## src/rtl/layer_mac_sequencer.sv

```systemverilog
// layer_mac_sequencer: runs one signed DW-bit multiply-accumulate datapath over
// every node of a dense layer, reading activations, weights and biases from
// external synchronous memories and writing one clipped ReLU activation per node.
module layer_mac_sequencer #(
  parameter int unsigned NUM_IN    = 10,
  parameter int unsigned NUM_NODES = 10,
  parameter int unsigned DW        = 8,
  parameter int unsigned ACC_W     = 20,
  parameter int unsigned SHIFT     = 7,
  localparam int unsigned IN_AW = (NUM_IN > 1) ? $clog2(NUM_IN) : 1,
  localparam int unsigned W_AW  = (NUM_IN * NUM_NODES > 1) ? $clog2(NUM_IN * NUM_NODES) : 1,
  localparam int unsigned N_AW  = (NUM_NODES > 1) ? $clog2(NUM_NODES) : 1
) (
  input  logic             clk,
  input  logic             reset,
  input  logic             start,
  output logic             busy,
  output logic             done,
  output logic [IN_AW-1:0] in_addr,
  input  logic [DW-1:0]    in_data,
  output logic [W_AW-1:0]  w_addr,
  input  logic [DW-1:0]    w_data,
  output logic [N_AW-1:0]  b_addr,
  input  logic [DW-1:0]    b_data,
  output logic             out_we,
  output logic [N_AW-1:0]  out_addr,
  output logic [DW-1:0]    out_data
);

  localparam int unsigned K_W    = $clog2(NUM_IN + 1);
  localparam int unsigned PROD_W = 2 * DW;

  localparam logic [K_W-1:0]  K_LAST_ADDR = K_W'(NUM_IN - 1);
  localparam logic [K_W-1:0]  K_DRAIN     = K_W'(NUM_IN);
  localparam logic [N_AW-1:0] NODE_LAST   = N_AW'(NUM_NODES - 1);

  localparam logic signed [ACC_W-1:0] OUT_MAX    = ACC_W'((2 ** (DW - 1)) - 1);
  localparam logic [DW-1:0]           OUT_MAX_DW = {1'b0, {(DW - 1){1'b1}}};

  typedef enum logic [1:0] {
    IDLE = 2'd0,
    MAC  = 2'd1,
    WR   = 2'd2,
    DONE = 2'd3
  } state_t;

  state_t                   state, state_nxt;
  logic [K_W-1:0]           k, k_nxt;
  logic [N_AW-1:0]          node, node_nxt;
  logic signed [ACC_W-1:0]  acc, acc_nxt;
  logic [IN_AW-1:0]         in_addr_nxt;
  logic [W_AW-1:0]          w_addr_nxt;
  logic [N_AW-1:0]          b_addr_nxt;
  logic                     busy_nxt, done_nxt, out_we_nxt;
  logic [N_AW-1:0]          out_addr_nxt;
  logic [DW-1:0]            out_data_nxt;

  logic signed [PROD_W-1:0] prod;
  logic signed [ACC_W-1:0]  acc_sum;
  logic signed [ACC_W-1:0]  biased;
  logic signed [ACC_W-1:0]  scaled;
  logic [DW-1:0]            relu_val;

  // Datapath: product of the returning read data, running sum, bias, rescale and clip
  always_comb begin
    prod    = $signed(in_data) * $signed(w_data);
    acc_sum = acc + ACC_W'(prod);
    biased  = acc_sum + ACC_W'($signed(b_data));
    scaled  = biased >>> SHIFT;
    if (scaled < 0) begin
      relu_val = '0;
    end else if (scaled > OUT_MAX) begin
      relu_val = OUT_MAX_DW;
    end else begin
      relu_val = scaled[DW-1:0];
    end
  end

  // Next-state and next-output logic; every register holds unless changed below
  always_comb begin
    state_nxt    = state;
    k_nxt        = k;
    node_nxt     = node;
    acc_nxt      = acc;
    in_addr_nxt  = in_addr;
    w_addr_nxt   = w_addr;
    b_addr_nxt   = b_addr;
    busy_nxt     = busy;
    done_nxt     = 1'b0;
    out_we_nxt   = 1'b0;
    out_addr_nxt = out_addr;
    out_data_nxt = out_data;

    case (state)
      IDLE: begin
        if (start) begin
          state_nxt   = MAC;
          k_nxt       = '0;
          node_nxt    = '0;
          acc_nxt     = '0;
          in_addr_nxt = '0;
          w_addr_nxt  = '0;
          b_addr_nxt  = '0;
          busy_nxt    = 1'b1;
        end
      end

      MAC: begin
        // Read data lags the address by one cycle, so accumulation starts at k=1
        if (k != '0) begin
          acc_nxt = acc_sum;
        end
        if (k < K_LAST_ADDR) begin
          in_addr_nxt = in_addr + IN_AW'(1);
          w_addr_nxt  = w_addr + W_AW'(1);
        end
        if (k == K_DRAIN) begin
          // Drain cycle: the final product lands together with the output write
          state_nxt    = WR;
          out_we_nxt   = 1'b1;
          out_addr_nxt = node;
          out_data_nxt = relu_val;
        end else begin
          k_nxt = k + K_W'(1);
        end
      end

      WR: begin
        if (node == NODE_LAST) begin
          state_nxt = DONE;
          busy_nxt  = 1'b0;
          done_nxt  = 1'b1;
        end else begin
          // Weight rows are contiguous, so the next node's row starts one past this one
          state_nxt   = MAC;
          node_nxt    = node + N_AW'(1);
          k_nxt       = '0;
          acc_nxt     = '0;
          in_addr_nxt = '0;
          w_addr_nxt  = w_addr + W_AW'(1);
          b_addr_nxt  = node + N_AW'(1);
        end
      end

      DONE: begin
        state_nxt = IDLE;
      end

      default: begin
        state_nxt = IDLE;
      end
    endcase
  end

  // State and registered outputs with synchronous reset
  always_ff @(posedge clk) begin
    if (reset) begin
      state    <= IDLE;
      k        <= '0;
      node     <= '0;
      acc      <= '0;
      in_addr  <= '0;
      w_addr   <= '0;
      b_addr   <= '0;
      busy     <= 1'b0;
      done     <= 1'b0;
      out_we   <= 1'b0;
      out_addr <= '0;
      out_data <= '0;
    end else begin
      state    <= state_nxt;
      k        <= k_nxt;
      node     <= node_nxt;
      acc      <= acc_nxt;
      in_addr  <= in_addr_nxt;
      w_addr   <= w_addr_nxt;
      b_addr   <= b_addr_nxt;
      busy     <= busy_nxt;
      done     <= done_nxt;
      out_we   <= out_we_nxt;
      out_addr <= out_addr_nxt;
      out_data <= out_data_nxt;
    end
  end

endmodule

```

## config.mk

```make
export PLATFORM = sky130hd
export DESIGN_NAME = layer_mac_sequencer
export DESIGN_NICKNAME = d
export VERILOG_FILES = /design/src/rtl/layer_mac_sequencer.sv
export SDC_FILE = /design/constraint.sdc
export NUM_CORES = 1
export LEC_CHECK = 0
export BUFFER_PORTS_ARGS = -buffer_cell sky130_fd_sc_hd__buf_2
export CORE_MARGIN = 2
export CORE_UTILIZATION = 42
export CTS_CLUSTER_DIAMETER = 80
export DETAILED_ROUTE_END_ITERATION = 16
export GPL_ROUTABILITY_DRIVEN = 1
export PLACE_DENSITY = 0.62
export SYNTH_ARGS = -nofsm -noshare
export SYNTH_HDL_FRONTEND = slang
export SYNTH_SLANG_ARGS = --single-unit
```

## constraint.sdc

```tcl
create_clock -name clk -period 11 [get_ports clk]
set_input_delay 0.55 -clock clk [delete_from_list [all_inputs] [get_ports clk]]
set_output_delay 0.55 -clock clk [all_outputs]
set_load 0.02 [all_outputs]
```

==> results of run 1 <==
[layout make-up]
class	count	area share, %
Multi-Input combinational cell	576	69.6
Sequential cell	56	15.3
Inverter	106	5.43
Timing Repair Buffer	58	4.03
Tap cell	216	3.69
Clock buffer	6	1.76
Clock inverter	2	0.239
[state kept, by name (all words and copies together), names as in the netlist, 2 cells and up]
name,flops
k,4
w_addr,7
node,4
out_addr,4
in_addr,4
out_data,8
state,2
acc,20
[metal layers]
metal  up-vias  share of wire, %  GRT usage, %
met1      2459                50          24.5
met3        10               2.7          2.13
met4         0              0.78          2.97
met2        68                47          29.4
li1       2581                 -             -
met5         -                 0             0
[kinds of logic (layout without fill, tap and decap cells)]
family                     Yosys count  count (layout)
and+or+nand+nor                    245             245
adders and majority gates          165             165
AOI/OAI and AO/OA                  124             124
buffers and inverters              120             172
DFF                                 56              56
xor gates and xnor gates            39              39
muxes                                3               3
[worst min-delay path: stages, from the launching register on]
cell and delay, ns:
dfxtp_1 0.31, nand2_1 0.05, a21oi_1 0.05
[per-stage QoR]
| stage | setup slack [ns] | instance area, um2 | util, % | hold WS [ns] | instances |
|---|---|---|---|---|---|
| final | 3.77 | 7330 | 46.7 | 0.453 | 1020 |
| after CTS | 3.79 | 7330 | 46.7 | 0.457 | 1020 |
| after global placement | 3.66 | 7190 | 45.7 | 0.442 | 1012 |
| after detailed placement | 3.51 | 7190 | 45.7 | 0.445 | 1012 |
| after global routing | 3.26 | 7330 | 46.7 | 0.471 | 1020 |
| after floorplan | 4.28 | 6670 | - | 0.432 | 752 |
[cells in the final DEF, fill, tap and decap left out, drive strengths merged, types with 2 or more instances in the layout]
cell type and count:
nand2 66, nor2b 5, xnor2 26, nor2 70, nand2b 9, o21a 3
and3 8, o21ai 25, a31oi 3, clkbuf 6, mux2i 2, inv 107
and2 38, nand3b 3, a22oi 11, a31o 3, nand3 19, dfxtp 56
ha 77, nor3 13, nor4 2, o21bai 3, xor2 12, a21o 7
a211o 4, fa 88, nand4 8, or3 2, a211oi 11, buf 58
a21oi 41
[worst paths after layout]
path / end
setup / recovery: out_data[6]$_SDFFE_PP0P_
hold / removal: acc[4]$_SDFFE_PP0P_
hold reg to reg: acc[4]$_SDFFE_PP0P_
setup reg to reg: out_data[6]$_SDFFE_PP0P_
==> flow_metrics.tcl, run 1 <==
set metrics [dict create \
    synth_edf_count 0 \
    yosysWarnings 0 \
    syn_to_final_growth_pct 9.88 \
    slew_violations 0 \
    postSynthAreaPerCell_um2 8.87 \
    drcViolationCount 0 \
    fmax_ghz 0.138 \
    ys_types 50 \
    hold_buffers 0 \
    whs_path_depth 2 \
    post_cts_resized 0 \
    hold_start "acc[4]$_SDFFE_PP0P_" \
    grt_pass1_vias 5075 \
    yosys.area.top_type "fa_1" \
    clockRootBuffer "clkbuf_16" \
    synth_adder_area_share_pct 40.8 \
    postSynth.asyncResetShare_pct 0 \
    cts_setup_buffers 0 \
    synth_xor_area_share_pct 5.32 \
    period_needed_ns 7.23 \
    htreeDepth 2 \
    startpoint_type "input pin" \
    multi_input_area_um2 5100 \
    wirelength_mm 13.6 \
    skew_ns 0.0102 \
    cpPeakStageDelay_ns 0.61 \
    nets 995 \
    ys_seq_area_share_pct 16.8 \
    insertion_delay_ns 0.30 \
    synth_common_cells "inv_1, fa_1, ha_1, nor2_1, nand2_1" \
    antenna_left 0 \
    arrival_ns 7.44 \
    synth_most_common_cell "inv_1" \
    synthSimpleGateAreaFrac_pct 17.6 \
    r2r_start "acc[6]$_SDFFE_PP0P_" \
    first_pass_iters 4 \
    path_clk_slew_ns 0.08 \
    crit_chain "buf_2 > and2_1 > inv_1 > fa_1 > inv_1 > fa_1 > fa_1 > fa_1 > fa_1 > ha_1 > o21a_1 > o21ai_0 > nand2_1 > a31oi_1 > xnor2_1 > ha_1 > a21o_1 > a211o_1 > a21oi_1 > o21ai_0 > a31o_2 > o21a_1 > mux2_2 > a211oi_1" \
    port_buffers 56 \
    outcome "finished, final reports clean" \
    synth_ff_type "dfxtp_1" \
    grt_max_degree 37 \
    io_pins 57 \
    coreArea_um2 15700 \
    antenna_found_initial 0 \
    synth_compound_area_share_pct 12.2 \
    slew_headroom_pct 40.0 \
    crit_buf_inv 3 \
    r2r_cells 25 \
    fillers 1559 \
    ff2ff_setup_slack_ns 4.45 \
    cpMostUsedCell "fa_1" \
    synthCells 752 \
    drt-vias-per-instance 5.02 \
    rsz0062_at_grt "false" \
    overflow 0 \
    cts_buffers 5 \
    synthesis.nets 944 \
    worstPathMaxFanout 13 \
    cts.sinks 56 \
    fp.dieW_um 130 \
    cp_slowest_cell "and2_1" \
    hpwl_mm 11.2 \
    crit_family "adder cells" \
    dieArea_um2 16900 \
    cp.depth 24 \
    endpoint_kind "register" \
    synth_top_family_by_area "adder cells" \
    final.setup.tns_ns 0 \
    synth.area.mux_share_pct 0.469 \
    min_period_over_period_pct 65.7 \
    cts_max_path_buffers 2 \
    hold_viol 0 \
    worstSetupPathType "in2reg" \
    vias 5118 \
    required_ns 11.22 \
    regArea_um2 1120 \
    hp-class "reg2reg" \
    synthTopCellsByArea "fa_1, dfxtp_1, ha_1" \
    yosys_register_bits 56 \
    initial_core_util_pct 42.5 \
    layout-drive-gt1-share_pct 8.96 \
    drt_first_iter_violations 115 \
    grt_pass1_wl_mm 24.2 \
    synth_top_area_share_pct 26.4 \
    die_h_um 130 \
    setup_violations 0 \
    max-cap-violations 0 \
    diodes 0 \
    startpoint "w_data[0]" \
    gp_congestion 0.812 \
    wl_per_cell_um 13.3 \
    tightestPinTransition_ns 0.900 \
    cts_tree "done" \
    syn_area_um2 6670 \
    grtUsageTotal_pct 17.4 \
    rows 46 \
]
Power of run 1 is left out: the tool's default activity adds up to more than one toggle a clock period on the data nets, which glitch-free logic cannot reach.
==> inputs of run 2 (changes only) <==
--- a/config.mk
+++ b/config.mk
@@ -11,7 +11,7 @@
 export CTS_CLUSTER_DIAMETER = 80
 export DETAILED_ROUTE_END_ITERATION = 16
 export GPL_ROUTABILITY_DRIVEN = 1
-export PLACE_DENSITY = 0.62
+export PLACE_DENSITY = 0.64
 export SYNTH_ARGS = -nofsm -noshare
 export SYNTH_HDL_FRONTEND = slang
 export SYNTH_SLANG_ARGS = --single-unit
==> constraint.sdc (replaced) <==
create_clock -name clk -period 6 [get_ports clk]
set_input_delay 0.3 -clock clk [delete_from_list [all_inputs] [get_ports clk]]
set_output_delay 0.3 -clock clk [all_outputs]
set_load 0.02 [all_outputs]
==> flow_metrics.tcl, run 2 (synthesis results as in run 1) <==
set metrics [dict create \
    outcome "finished with violations" \
    violations "setup timing" \
    final_common_cell "inv_1" \
    final_cell_mix "inv_1, buf_4, fa_1, ha_1, nor2_1" \
    fillers 1452 \
    multi_input_area_um2 5330 \
    initial_core_util_pct 42.5 \
    cts_buffers 5 \
    grt_pass1_vias 5622 \
    ff2ff_setup_slack_ns 0.02 \
    grt_pass1_wl_mm 26.3 \
    layout-drive-gt1-share_pct 23.4 \
    worstSetupPathType "in2reg" \
    slew_violations 0 \
    cts_tree "done" \
    r2r_cells 25 \
    largest_reg_flops 20 \
    fin_ws_ns -0.00329 \
    coreArea_um2 15700 \
    antenna_left 0 \
    io_pins 57 \
    htreeDepth 2 \
    arrival_ns 6.23 \
    setup_violations 1 \
    first_pass_iters 4 \
    drt_first_iter_violations 145 \
    path_clk_slew_ns 0.08 \
    wl_per_cell_um 13.2 \
    grt_max_degree 37 \
    syn_to_final_growth_pct 24.9 \
    fin_cells 1113 \
    whs_path_depth 4 \
    regArea_um2 1120 \
    dp.cells 1097 \
    dieArea_um2 16900 \
    fmax_ghz 0.167 \
    endpoint_kind "register" \
    reg.largest.list "acc (20), out_data (8), w_addr (7)" \
    grtUsageTotal_pct 19.0 \
    skew_ns 0.00792 \
    regMostFlops "acc" \
    hold_buffers 0 \
    hold_end "node[3]$_SDFFE_PP0P_" \
    overflow 0 \
    hold_viol 0 \
    port_buffers 56 \
    max-cap-violations 0 \
    gp_congestion 0.803 \
    nets 1089 \
    required_ns 6.22 \
    period_needed_ns 6.00 \
    slew_headroom_pct 40.3 \
    rsz0062_at_grt "true" \
    reg2reg_to "out_data[4]$_SDFFE_PP0P_" \
    tightestPinTransition_ns 0.895 \
    cts.sinks 56 \
    rows 46 \
    drcViolationCount 0 \
    wirelength_mm 14.7 \
    die_h_um 130 \
    cts_max_path_buffers 2 \
    drt-vias-per-instance 4.90 \
    hpwl_mm 12.0 \
    diodes 0 \
    r2r_start "acc[6]$_SDFFE_PP0P_" \
    antenna_found_initial 0 \
    hold_start "start" \
    fp.dieW_um 130 \
    min_period_over_period_pct 100 \
    insertion_delay_ns 0.30 \
    vias 5449 \
    startpoint_type "input pin" \
    hp-class "in2reg" \
    clockRootBuffer "clkbuf_16" \
    worstPathMaxFanout 7 \
]
run 2: cell types whose count changed in the layout (fill, tap and decap cells not counted), sizes merged:
cell,before,now
buf,58,151
bufinv,0,2
clkinv,1,0
inv,107,106
run 2: layout make-up:
class,instances,area share [%]
clock buffer,5,1.50
clock inverter,2,0.720
inverter,106,4.80
multi-input combinational,576,63.9
sequential,56,13.5
tap,216,3.24
timing repair buffer,152,12.3
run 2: per-stage QoR:
step	setup TNS (ns)	utilization [%]	setup WS [ns]	hold slack (ns)	instance area, um2
after floorplan	0	-	0.00626	0.432	6710
after global placement	-2.31	50.0	-0.335	0.440	7860
after detailed placement	-3.33	50.0	-0.489	0.446	7860
after CTS	0	52.2	0.00222	0.358	8210
after global routing	-1.65	53.1	-0.251	0.453	8340
final	-0.00329	53.1	-0.00329	0.367	8340
run 2: critical path, cell delays in order:
cell and delay [ns]:
buf_2 0.12, buf_4 0.13, nand2b_1 0.07, fa_1 0.44, fa_1 0.56, inv_1 0.05
fa_1 0.48, fa_1 0.51, fa_1 0.55, ha_4 0.21, o21ai_1 0.11, o211ai_1 0.15
a31o_2 0.26, a21oi_2 0.15, xnor2_1 0.11, ha_1 0.31, buf_4 0.12, nand3_1 0.12
nor2_1 0.18, nand2_1 0.13, o21ai_2 0.26, a31o_2 0.22, buf_4 0.11, nor3_1 0.04
mux2_4 0.34, a211oi_2 0.20
run 2: routing by layer:
layer | GRT usage, % | share of wire (%)
met5 | 0 | 0
met4 | 2.40 | 0.86
met3 | 1.93 | 2.6
met2 | 33.1 | 49
met1 | 26.3 | 47
run 2: worst max-delay path by stage:
stage	startpoint	end	slack, ns	cells after the start
after global placement	in_data[0]	out_data[2]$_SDFFE_PP0P_	-0.33	24
after CTS	in_data[2]	out_data[4]$_SDFFE_PP0P_	0.002	22
after floorplan	in_data[7]	out_data[0]$_SDFFE_PP0P_	0.006	23
final	w_data[7]	out_data[4]$_SDFFE_PP0P_	-0.003	26
after detailed placement	in_data[0]	out_data[3]$_SDFFE_PP0P_	-0.49	24
after global routing	in_data[7]	out_data[3]$_SDFFE_PP0P_	-0.25	29
run 2: timing repair:
| item | 4_1_cts | 5_1_grt |
|---|---|---|
| buffers inserted | 8 | 1 |
| resized for setup | 25 | 31 |
| pin swaps | 38 | 17 |
| setup endpoints to repair | 7 | 7 |
Power of run 2 is left out for the same reason.
==> inputs of run 3 (changes only) <==
--- a/config.mk
+++ b/config.mk
@@ -12,6 +12,8 @@
 export DETAILED_ROUTE_END_ITERATION = 16
 export GPL_ROUTABILITY_DRIVEN = 1
 export PLACE_DENSITY = 0.64
+export RECOVER_POWER = 50
+export SLEW_MARGIN = 20
 export SYNTH_ARGS = -nofsm -noshare
 export SYNTH_HDL_FRONTEND = slang
 export SYNTH_SLANG_ARGS = --single-unit
==> flow_metrics.tcl, run 3 (synthesis results as in run 1) <==
set metrics [dict create \
    violations "setup timing" \
    arrival_ns 6.23 \
    min_period_over_period_pct 100 \
    hold_viol 0 \
    hpwl_mm 12.0 \
    cts_tree "done" \
    hold_buffers 0 \
    reg2reg_to "out_data[4]$_SDFFE_PP0P_" \
    setup_violations 1 \
    rsz0062_at_grt "true" \
    final_cell_mix "inv_1, buf_4, fa_1, ha_1, nor2_1" \
    fin_ws_ns -0.00327 \
    cts_buffers 5 \
    skew_ns 0.00801 \
    startpoint "w_data[7]" \
    hp-class "in2reg" \
    port_buffers 56 \
    crit_end "out_data[4]$_SDFFE_PP0P_" \
    outcome "finished with violations" \
    initial_core_util_pct 42.5 \
    final_common_cell "inv_1" \
    fmax_ghz 0.167 \
    insertion_delay_ns 0.30 \
    max-cap-violations 0 \
    tightestPinTransition_ns 0.890 \
    wirelength_mm 14.7 \
    grt_pass1_wl_mm 26.3 \
    drt-vias-per-instance 4.89 \
    htreeDepth 2 \
    multi_input_area_um2 5330 \
    slew_headroom_pct 40.7 \
    overflow 0 \
    diodes 0 \
    first_pass_iters 4 \
    slew_violations 0 \
    regMostFlops "acc" \
    nets 1089 \
    cts.sinks 56 \
    io_pins 57 \
    largest_reg_flops 20 \
    endpoint_kind "register" \
    hold_ws_ns 0.364 \
    worstPathMaxFanout 7 \
    drcViolationCount 0 \
    regArea_um2 1120 \
    worstSetupPathType "in2reg" \
    die_h_um 130 \
    grt_pass1_vias 5622 \
    startpoint_type "input pin" \
    fp.dieW_um 130 \
    r2r_cells 25 \
    syn_to_final_growth_pct 24.4 \
    required_ns 6.22 \
    dieArea_um2 16900 \
    vias 5444 \
    r2r_start "acc[6]$_SDFFE_PP0P_" \
    coreArea_um2 15700 \
    antenna_found_initial 0 \
    drt_first_iter_violations 142 \
    rows 46 \
    path_clk_slew_ns 0.08 \
    cts_max_path_buffers 2 \
    period_needed_ns 6.00 \
    fillers 1470 \
    ff2ff_setup_slack_ns 0.02 \
    gp_congestion 0.803 \
    reg.largest.list "acc (20), out_data (8), w_addr (7)" \
    layout-drive-gt1-share_pct 20.1 \
    antenna_left 0 \
    clockRootBuffer "clkbuf_16" \
    wl_per_cell_um 13.2 \
    grtUsageTotal_pct 19.0 \
    grt_max_degree 37 \
]
-- run 3: area by class of cell --
cell class,count,share of cell area (%)
multi-input cells,576,64.2
clock buffers,5,1.51
clock inverters,2,0.724
flip-flops and latches,56,13.5
well taps,216,3.26
inverters,106,4.82
repair buffers,152,12.0
-- run 3: metrics by stage --
stage,cells,util [%],setup WS (ns),instance area [um2],setup TNS [ns]
finish,1113,52.8,-0.00327,8300,-0.00327
global route,1113,52.8,-0.251,8300,-1.65
CTS,1112,52.2,0.00222,8210,0
detailed placement,1097,50.0,-0.489,7860,-3.33
global placement,1097,50.0,-0.335,7860,-2.31
floorplan,752,-,0.00626,6710,0
-- run 3: timing repair --
item                                    4_1_cts  5_1_grt
endpoints found under the hold margin         0        0
pin swaps                                    38       17
resized for setup                            25       31
gates cloned                                  0        0
endpoints found under the setup margin        7        7
buffers inserted                              8        1
-- run 3: per-layer routing --
metal / GRT usage [%] / part of all wire (%)
met1: 26.3 / 47
met2: 33.1 / 50
met3: 1.93 / 2.5
met4: 2.40 / 0.74
met5: 0 / 0
-- run 3: worst max-delay path, stage by stage --
cell and delay [ns]:
buf_2 0.12, buf_4 0.13, nand2b_1 0.07, fa_1 0.44, fa_1 0.56, inv_1 0.05
fa_1 0.48, fa_1 0.51, fa_1 0.55, ha_4 0.21, o21ai_1 0.11, o211ai_1 0.15
a31o_2 0.26, a21oi_2 0.15, xnor2_1 0.11, ha_1 0.31, buf_4 0.12, nand3_1 0.12
nor2_1 0.18, nand2_1 0.13, o21ai_2 0.26, a31o_2 0.22, buf_4 0.10, nor3_1 0.04
mux2_4 0.34, a211oi_2 0.20
-- run 3: worst min path at each step --
stage / start / endpoint / slack, ns / cells past startpoint
final: start / node[3]$_SDFFE_PP0P_ / 0.36 / 4
after global routing: start / node[3]$_SDFFE_PP0P_ / 0.45 / 4
after CTS: start / node[3]$_SDFFE_PP0P_ / 0.36 / 4
after detailed placement: acc[1]$_SDFFE_PP0P_ / acc[1]$_SDFFE_PP0P_ / 0.45 / 2
after global placement: acc[3]$_SDFFE_PP0P_ / acc[3]$_SDFFE_PP0P_ / 0.44 / 2
after floorplan: acc[1]$_SDFFE_PP0P_ / acc[1]$_SDFFE_PP0P_ / 0.43 / 2
Power of run 3 is left out for the same reason.
